`config.mk`:
```
export PLATFORM = sky130hd
export DESIGN_NAME = lcd_mode_display
export DESIGN_NICKNAME = d
export VERILOG_FILES = /design/src/rtl/lcd_mode_display.sv
export SDC_FILE = /design/constraint.sdc
export NUM_CORES = 1
export LEC_CHECK = 0
export ABC_AREA = 1
export CAP_MARGIN = 20
export CORE_MARGIN = 2
export CORE_UTILIZATION = 35
export CTS_BUF_LIST = sky130_fd_sc_hd__clkbuf_8
export DETAILED_ROUTE_END_ITERATION = 7
export PLACE_DENSITY = 0.59
export REMOVE_ABC_BUFFERS = 1
export SYNTH_ARGS = -nofsm -noshare
export SYNTH_HDL_FRONTEND = slang
export SYNTH_SLANG_ARGS = --single-unit
```
`constraint.sdc`:
```
create_clock -name clk -period 2.8 [get_ports clk]
set_input_delay 0.42 -clock clk [delete_from_list [all_inputs] [get_ports clk]]
set_output_delay 0.42 -clock clk [all_outputs]
set_load 0.01 [all_outputs]
```
`src/rtl/lcd_mode_display.sv`:
```
// -----------------------------------------------------------------------------
// lcd_mode_display
//
// Drives a 16x2 HD44780-compatible text LCD over its 8-bit parallel bus and
// shows a banner for the current watch application mode. After reset the
// block waits for the panel to power up, sends the init commands, then writes
// both lines. From then on both lines are rewritten whenever the (normalized)
// mode differs from the one on screen.
//
// Every byte goes out as a 3-clock SETUP / STROBE / HOLD micro-sequence, so
// rs/data never move in the same cycle as an lcd_e edge. All outputs are
// registered.
//
// Ports
//   clk       in   1  system clock (1 kHz), rising edge
//   rst       in   1  synchronous, active-high reset
//   mode_sel  in   2  0 watch, 1 stopwatch, 2 alarm, 3 shown as watch
//   busy      out  1  high while init or a refresh is in progress
//   lcd_e     out  1  LCD enable strobe (one clock wide)
//   lcd_rs    out  1  0 = command, 1 = character data
//   lcd_rw    out  1  tied 0, write only
//   lcd_data  out  8  LCD data bus
// -----------------------------------------------------------------------------
module lcd_mode_display #(
   parameter int INIT_WAIT = 20,
   parameter int CLR_WAIT  = 2
) (
   input  logic       clk,
   input  logic       rst,
   input  logic [1:0] mode_sel,
   output logic       busy,
   output logic       lcd_e,
   output logic       lcd_rs,
   output logic       lcd_rw,
   output logic [7:0] lcd_data
);

   typedef enum logic [2:0] {
      PWR_WAIT,
      INIT,
      INIT_CLR,
      L1_ADDR,
      L1_TEXT,
      L2_ADDR,
      L2_TEXT,
      IDLE
   } state_t;

   typedef enum logic [1:0] {
      PH_SETUP,
      PH_STROBE,
      PH_HOLD
   } phase_t;

   localparam int WAIT_MAX = (INIT_WAIT > CLR_WAIT) ? INIT_WAIT : CLR_WAIT;
   localparam int WAIT_W   = $clog2(WAIT_MAX + 1) + 1;

   // Last count value of each wait phase; a zero-length wait still costs the
   // one clock the state itself occupies.
   localparam logic [WAIT_W-1:0] INIT_LAST = WAIT_W'((INIT_WAIT > 1) ? INIT_WAIT - 1 : 0);
   localparam logic [WAIT_W-1:0] CLR_LAST  = WAIT_W'((CLR_WAIT > 1) ? CLR_WAIT - 1 : 0);

   localparam logic [127:0] TXT_WATCH = {"WATCH", {11{8'h20}}};
   localparam logic [127:0] TXT_STOP  = {"STOPWATCH", {7{8'h20}}};
   localparam logic [127:0] TXT_ALARM = {"ALARM SET", {7{8'h20}}};
   localparam logic [127:0] TXT_MODE  = {"MODE ", {11{8'h20}}};

   // ---------------------------------------------------------------------------
   // Helper functions
   // ---------------------------------------------------------------------------
   function automatic phase_t next_phase(input phase_t ph);
      case (ph)
         PH_SETUP:  next_phase = PH_STROBE;
         PH_STROBE: next_phase = PH_HOLD;
         default:   next_phase = PH_SETUP;
      endcase
   endfunction

   // Character 0 is the leftmost one, held in the top byte of the text word.
   function automatic logic [7:0] line1_char(input logic [1:0] md, input logic [3:0] chr);
      logic [127:0] txt;
      case (md)
         2'd1:    txt = TXT_STOP;
         2'd2:    txt = TXT_ALARM;
         default: txt = TXT_WATCH;
      endcase
      line1_char = txt[{~chr, 3'b000} +: 8];
   endfunction

   function automatic logic [7:0] line2_char(input logic [1:0] md, input logic [3:0] chr);
      if (chr == 4'd5) begin
         line2_char = 8'h30 + {6'b000000, md};
      end else begin
         line2_char = TXT_MODE[{~chr, 3'b000} +: 8];
      end
   endfunction

   // Returns {rs, data} for the byte sent in the given state/index.
   function automatic logic [8:0] byte_of(input state_t st, input logic [1:0] cmd,
                                          input logic [3:0] chr, input logic [1:0] md);
      case (st)
         INIT: begin
            case (cmd)
               2'd0:    byte_of = 9'h038;   // 8-bit bus, 2 lines, 5x8 font
               2'd1:    byte_of = 9'h00C;   // display on, no cursor
               2'd2:    byte_of = 9'h006;   // increment, no shift
               default: byte_of = 9'h001;   // clear display
            endcase
         end
         L1_ADDR: byte_of = 9'h080;
         L1_TEXT: byte_of = {1'b1, line1_char(md, chr)};
         L2_ADDR: byte_of = 9'h0C0;
         L2_TEXT: byte_of = {1'b1, line2_char(md, chr)};
         default: byte_of = 9'h000;
      endcase
   endfunction

   // ---------------------------------------------------------------------------
   // State
   // ---------------------------------------------------------------------------
   state_t            state_q, state_d;
   phase_t            ph_q, ph_d;
   logic [WAIT_W-1:0] wait_q, wait_d;
   logic [1:0]        cmd_q, cmd_d;
   logic [3:0]        chr_q, chr_d;
   logic [1:0]        mode_q, mode_d;
   logic              pending_q, pending_d;
   logic              lcd_e_q, lcd_e_d;
   logic              lcd_rs_q, lcd_rs_d;
   logic [7:0]        lcd_data_q, lcd_data_d;
   logic              busy_q, busy_d;

   logic [1:0]        mode_norm;
   logic              mode_diff;
   logic              in_refresh;
   logic              writing_q;
   logic              writing_d;
   logic              byte_done;
   logic              start_refresh;
   logic [8:0]        byte_d;

   always_ff @(posedge clk) begin
      if (rst) begin
         state_q    <= PWR_WAIT;
         ph_q       <= PH_SETUP;
         wait_q     <= '0;
         cmd_q      <= 2'd0;
         chr_q      <= 4'd0;
         mode_q     <= 2'd0;
         pending_q  <= 1'b0;
         lcd_e_q    <= 1'b0;
         lcd_rs_q   <= 1'b0;
         lcd_data_q <= 8'h00;
         busy_q     <= 1'b1;
      end else begin
         state_q    <= state_d;
         ph_q       <= ph_d;
         wait_q     <= wait_d;
         cmd_q      <= cmd_d;
         chr_q      <= chr_d;
         mode_q     <= mode_d;
         pending_q  <= pending_d;
         lcd_e_q    <= lcd_e_d;
         lcd_rs_q   <= lcd_rs_d;
         lcd_data_q <= lcd_data_d;
         busy_q     <= busy_d;
      end
   end

   // ---------------------------------------------------------------------------
   // Next state and registered-output next values
   // ---------------------------------------------------------------------------
   always_comb begin
      mode_norm  = (mode_sel == 2'd3) ? 2'd0 : mode_sel;
      mode_diff  = (mode_norm != mode_q);
      in_refresh = (state_q == L1_ADDR) || (state_q == L1_TEXT) ||
                   (state_q == L2_ADDR) || (state_q == L2_TEXT);
      writing_q  = in_refresh || (state_q == INIT);
      byte_done  = (ph_q == PH_HOLD);

      state_d       = state_q;
      ph_d          = ph_q;
      wait_d        = wait_q;
      cmd_d         = cmd_q;
      chr_d         = chr_q;
      mode_d        = mode_q;
      // A change seen mid-refresh is remembered so the transfer in flight is
      // finished untouched and a fresh refresh follows immediately.
      pending_d     = pending_q | (in_refresh & mode_diff);
      start_refresh = 1'b0;

      if (writing_q) begin
         ph_d = next_phase(ph_q);
      end

      case (state_q)
         PWR_WAIT: begin
            if (wait_q >= INIT_LAST) begin
               state_d = INIT;
               wait_d  = '0;
               cmd_d   = 2'd0;
               ph_d    = PH_SETUP;
            end else begin
               wait_d = wait_q + 1'b1;
            end
         end
         INIT: begin
            if (byte_done) begin
               if (cmd_q == 2'd3) begin
                  if (CLR_WAIT == 0) begin
                     start_refresh = 1'b1;
                  end else begin
                     state_d = INIT_CLR;
                     wait_d  = '0;
                  end
               end else begin
                  cmd_d = cmd_q + 2'd1;
               end
            end
         end
         INIT_CLR: begin
            if (wait_q >= CLR_LAST) begin
               wait_d        = '0;
               start_refresh = 1'b1;
            end else begin
               wait_d = wait_q + 1'b1;
            end
         end
         L1_ADDR: begin
            if (byte_done) begin
               state_d = L1_TEXT;
               chr_d   = 4'd0;
            end
         end
         L1_TEXT: begin
            if (byte_done) begin
               chr_d = chr_q + 4'd1;   // wraps to 0 after the 16th character
               if (chr_q == 4'd15) begin
                  state_d = L2_ADDR;
               end
            end
         end
         L2_ADDR: begin
            if (byte_done) begin
               state_d = L2_TEXT;
               chr_d   = 4'd0;
            end
         end
         L2_TEXT: begin
            if (byte_done) begin
               chr_d = chr_q + 4'd1;
               if (chr_q == 4'd15) begin
                  pending_d = 1'b0;
                  if (pending_q || mode_diff) begin
                     start_refresh = 1'b1;   // back-to-back, busy never drops
                  end else begin
                     state_d = IDLE;
                  end
               end
            end
         end
         IDLE: begin
            if (mode_diff) begin
               start_refresh = 1'b1;
            end
         end
         default: begin
            state_d = PWR_WAIT;
            wait_d  = '0;
         end
      endcase

      // The displayed mode is latched as the L1_ADDR setup begins; the text
      // of the whole refresh comes from this copy, never from mode_sel.
      if (start_refresh) begin
         state_d = L1_ADDR;
         ph_d    = PH_SETUP;
         mode_d  = mode_norm;
      end

      writing_d = (state_d == INIT) || (state_d == L1_ADDR) || (state_d == L1_TEXT) ||
                  (state_d == L2_ADDR) || (state_d == L2_TEXT);
      byte_d    = byte_of(state_d, cmd_d, chr_d, mode_d);

      lcd_e_d    = writing_d && (ph_d == PH_STROBE);
      lcd_rs_d   = lcd_rs_q;
      lcd_data_d = lcd_data_q;
      if (writing_d && (ph_d == PH_SETUP)) begin
         lcd_rs_d   = byte_d[8];
         lcd_data_d = byte_d[7:0];
      end
      busy_d = (state_d != IDLE);
   end

   assign busy     = busy_q;
   assign lcd_e    = lcd_e_q;
   assign lcd_rs   = lcd_rs_q;
   assign lcd_rw   = 1'b0;
   assign lcd_data = lcd_data_q;

endmodule

```
---- Word-level counts from Yosys, hierarchy flattened ----
Index checks and enable logic that the tools add are counted.
storage, ports and cells
  register bits after elaboration ......... 31
  latch bits .............................. 0
  memory bits (writable) .................. 0
  ROM bits ................................ 0
  input bits .............................. 4
  output and inout bits ................... 12
  word-level logic and storage cells ...... 113
  memories ................................ 0
operators by class
  add/subtract/negate cells ............... 4
  $mul .................................... 0
  div/mod/pow operators ................... 0
  $lt $le $gt $ge ......................... 2
  equal/unequal tests ..................... 27
  shift operators ......................... 2
  muxes and demuxes ....................... 45
  bitwise gates (word level) .............. 3
  reduce and logical (&&, ||, !) cells .... 19
operator list
  operator                    count
  $pmux W125 S2               1
  $mux W128                   1
  $shiftx A128 B8 Y8          1
  $shiftx A128 B8 Y8 const A  1
  $pmux W9 S5                 1
  $pmux W6 S3                 2
  $mux W3                     11
  $mux W6                     4
  $eq A3 B3 Y1 const B        7
  $mux W2                     9
  $pmux W3 S6                 1
  $eq A2 B2 Y1 const B        5
  $eq A3 B2 Y1 const B        3
  $logic_or A1 B1 Y1          9
  $eq A2 B1 Y1 const B        4
  $mux W1                     8
  $mux W4                     2
  $mux W8                     1
  $pmux W2 S2                 2
  $pmux W4 S2                 1
  $add A6 B2 Y7 const A       1
  $add A6 B1 Y6 const B       1
  $eq A3 B1 Y1 const B        2
  $ge A6 B1 Y1 const B        1
  other kinds (19)            23

---- Logic depth before layout (Yosys ltp) ----
  word-level depth ........................ 15
  mapped depth ............................ 23
  gate-level depth less buffers ........... 23

---- Worst setup path before layout ----
Ideal clock, no wire load.
  kind .................................... reg-to-reg
  from .................................... register wait_q[1]
  to ...................................... register lcd_data_q[4], in the netlist lcd_data[4]
  library setup time ...................... 117 ps
  data arrival time ....................... 2,805 ps
  data required time ...................... 2,683 ps
  slack ................................... -122 ps
  stages on the path, launching flop included .. 21
  path buffers ............................ 0
  period minus slack after synthesis ...... 2,922 ps
  cells stage by stage .................... dfxtp_1 > inv_1 > ha_1 > nor2_1 > nand4_1 > nand2_1 > inv_1 > nor2_4 > nand2_4 > o21ai_0 > inv_1 > ha_1 > inv_1 > ha_1 > or2_2 > nand2_1 > nand2_1 > nand2_1 > nor2_1 > nor2_1 > a21oi_2
between the ends
  elaborated cells on any way between the ends .. 36
  classes of those cells .................. 1 x add/sub; 2 x order compare; 9 x eq/ne; 1 x shift; 16 x mux; 7 x reduce/logical
RTL lines
  item                                          RTL line  RTL
  start: declaration                            123       logic [WAIT_W-1:0] wait_q, wait_d;
  start signal: assignment                      158       wait_q <= wait_d;
  $ge A6 B1 Y1 *                                222       if (wait_q >= CLR_LAST) begin
  $mux W1 *                                     222
  $pmux W1 S3 *                                 196       case (state_q)
  $mux W2 *                                     275       if (start_refresh) begin
  named net mode_d[0]                           126       logic [1:0] mode_q, mode_d;
  $eq A2 B2 Y1 or $eq A2 B1 Y1 (tied branches)  82        case (md)
  $pmux W125 S2                                 82
  $mux W128                                     101       case (st)
  $shiftx A128 B8 Y8                            87        line1_char = txt[{~chr, 3'b000} +: 8];
  $pmux W9 S5 *                                 101
  end signal: assignment                        165       lcd_data_q <= lcd_data_d;
  end: declaration                              130       logic [7:0] lcd_data_q, lcd_data_d;
The timed path passes the listed nets; every way through them passes the cells marked *. The select of a mux whose other input is x is not followed.
A chain may end at the register's enable or synchronous reset.

---- Worst setup path in the final report ----
  from .................................... register wait_q[1]
  to ...................................... register lcd_data_q[3], in the netlist lcd_data[3]
Same word-level chain as after synthesis.

==> flow_metrics.tcl <==
set metrics [dict create \
    status "complete, no violations" \
    pwr_density_cell_mw_per_mm2 315 \
    wl_met1_um 3130 \
    vias_per_cell 4.67 \
    post-route-min-period_ns 2.65 \
    netlist_instances 410 \
    worst_pin_slew_ns 0.697 \
    ctsHoldBuffers 0 \
    cp.required_ns 3.02 \
    dr_wl_met2_um 3120 \
    yosys_warnings 0 \
    ant_nets 0 \
    wl_per_cell_um 11.7 \
    initial_core_util_pct 36.6 \
    clockRootBuffer "clkbuf_8" \
    synth_most_common_cell "nand2_1" \
    yosysTopAreaCell "dfxtp_1" \
    hold_ws_ns 0.467 \
    synthTopCellsByCount "nand2_1, nor2_1, inv_1" \
    r2r_start "wait_q[1]" \
    synth_top_area_share_pct 24.7 \
    fmax_mhz 377 \
    ys_ff_latch 31 \
    vdd_drop_max_mv 0.188 \
    drtIter0Drc 88 \
    fin_tns_setup_ns 0 \
    synth-edff-count 0 \
    cts_tree "built" \
    io_pins 16 \
    cts_made_buffers 5 \
    seq_area_frac_synth_pct 24.7 \
    io_buffers 14 \
    synth.avg_cell_area_um2 6.13 \
    seqPwrFrac_pct 44.6 \
    ys_types 31 \
    post-route-period-util_pct 94.7 \
    crit_path_end_kind "flop" \
    place.gp.congestion 0.909 \
    top_layer_used "met4" \
    crit_fanout 5 \
    clock_power_share_pct 45.9 \
    n_antenna_cell 0 \
    grtUsageTotal_pct 17.7 \
    syn2layout_area_growth_pct 28.9 \
    grt_pass1_vias 2382 \
    ys.flop_type "dfxtp_1" \
    hold_viol 0 \
    cts_sinks 31 \
    num_vias 2620 \
    grt_pass1_wl_um 11000 \
    final_area_mm2 0.00324 \
    p_leak_nw 1.58 \
    clk_pin_slew_ns 0.07 \
    ys_async_sr_fraction_pct 0 \
    final_nets 483 \
    drc 0 \
    grt_overflow_total 0 \
    dr.pass1.iters 5 \
    cts_buffer_depth 2 \
    setup_viol 0 \
    row_count 30 \
    dieWidth_um 88.7 \
    core_mm2 0.00687 \
    p_switching_uw 238 \
    report.final.slew_viol_count 0 \
    grt_max_degree 19 \
    synth_area_leaders "dfxtp_1, nand2_1, nor2_1" \
    power.internal_uw 782 \
    insertion_delay_ns 0.28 \
    min-delay-start "lcd_data[7]" \
    htreeDepth 2 \
    slew_headroom_pct 53.1 \
    cp-start-kind "flop" \
    routed_wl_um 6570 \
    die_area_mm2 0.00788 \
    routed-wl-met3_um 190 \
    critPathLaunch "wait_q[1]" \
    antenna_found_initial 0 \
    place_area_mm2 0.00302 \
    dp_hpwl_um 5130 \
    sw_frac_of_total_pct 23.4 \
    syn-cell-area_mm2 0.00251 \
    cp_data_arrival_time_ns 2.87 \
    drive_gt1_share_pct 24.5 \
    maxCapViolCount 0 \
    hp-class "flop to flop" \
    die_y_um 88.7 \
    power.share.combinational_pct 9.5 \
    crit_type "flop to flop" \
    skew_ns 0.00594 \
]
[state kept, by name, summed over array words and instances, names as in the netlist]
signal,cells
lcd_data,8
wait_q,6
cmd_q,2
lcd_rs,1
lcd_e,1
pending_q,1
busy,1
ph_q,2
state_q,3
chr_q,4
mode_q,2
[worst max-delay path, cell delays in order (launching register included)]
cell	delay [ns]
dfxtp_2	0.35
inv_2	0.06
ha_1	0.17
nor2_1	0.10
nand4_1	0.13
nand2_2	0.12
inv_2	0.05
nor2_4	0.13
nand2_4	0.10
nand2_2	0.09
o21ai_4	0.07
buf_4	0.15
inv_1	0.09
ha_2	0.21
nand3_1	0.12
buf_4	0.17
o211ai_1	0.16
nand3_1	0.15
a21oi_2	0.16
[stage by stage]
step,cells,utilization (%),power (mW),setup slack (ns)
global placement,552,43.9,0.551,-0.405
floorplan,403,-,0.509,-0.123
detailed placement,552,43.9,0.553,-0.497
global route,561,47.2,1.06,-0.0148
finish,561,47.2,1.02,0.148
CTS,560,45.8,1.03,0.00791
[logic make-up (layout without fill, tap and decap cells)]
| logic type | Yosys count | after routing | synth area share (%) |
|---|---|---|---|
| flops | 31 | 31 | 24.7 |
| buf+inv | 74 | 129 | 12.1 |
| simple gates | 245 | 245 | 45.4 |
| compound gates | 43 | 43 | 9.86 |
| xor+xnor | 1 | 1 | 0.348 |
| other cells | 1 | 1 | 0.149 |
| fa+ha+maj | 15 | 15 | 7.47 |
[placed cells by master (no fill, tap or decap), drive strengths merged]
cell / n
a211oi: 4
a21oi: 15
buf: 40
bufinv: 1
clkbuf: 6
clkdlybuf4s50: 12
clkinv: 1
conb: 1
dfxtp: 31
dlygate4sd2: 2
ha: 15
inv: 67
nand2: 117
nand3: 45
nand3b: 1
nand4: 4
nor2: 70
nor3: 5
o211ai: 4
o21ai: 19
o22ai: 1
or2: 3
xor2: 1
[layer usage]
metal	vias up	GRT usage, %
li1	1393	-
met5	-	0
met3	10	2.61
met1	1182	23.3
met4	0	4.41
met2	35	30.1
[final cells by class]
cell class              instances  area [um^2]
fillers                       708         3630
multi-input cells             305         1680
flip-flops and latches         31          623
repair buffers                 54          442
inverters                      67          254
well taps                      96          120
clock buffers                   6         82.6
clock inverters                 2         35.0
[path summary, 6_finish.rpt]
path,slack [ns],to,depth (start not counted)
hold / removal,0.47,lcd_data[7],2
hold reg to reg,0.47,lcd_data[7],2
setup / recovery,0.15,lcd_data[3],18
setup reg to reg,0.15,lcd_data[3],18
[what timing repair did]
item                                    CTS  global route
pin swaps                                 2            17
resized for setup                        11            21
setup buffers                             0             2
hold endpoints to repair                  0             0
endpoints found under the setup margin    2             5
[power groups by stage]
stage	sequential (mW)	combinational, mW	clock (mW)
finish	0.455	0.0969	0.468
global route	0.456	0.110	0.497
CTS	0.454	0.0904	0.482
detailed placement	0.464	0.0891	0
global placement	0.463	0.0880	0
floorplan	0.464	0.0452	0
No activity file was read; power rests on OpenSTA's default activity.
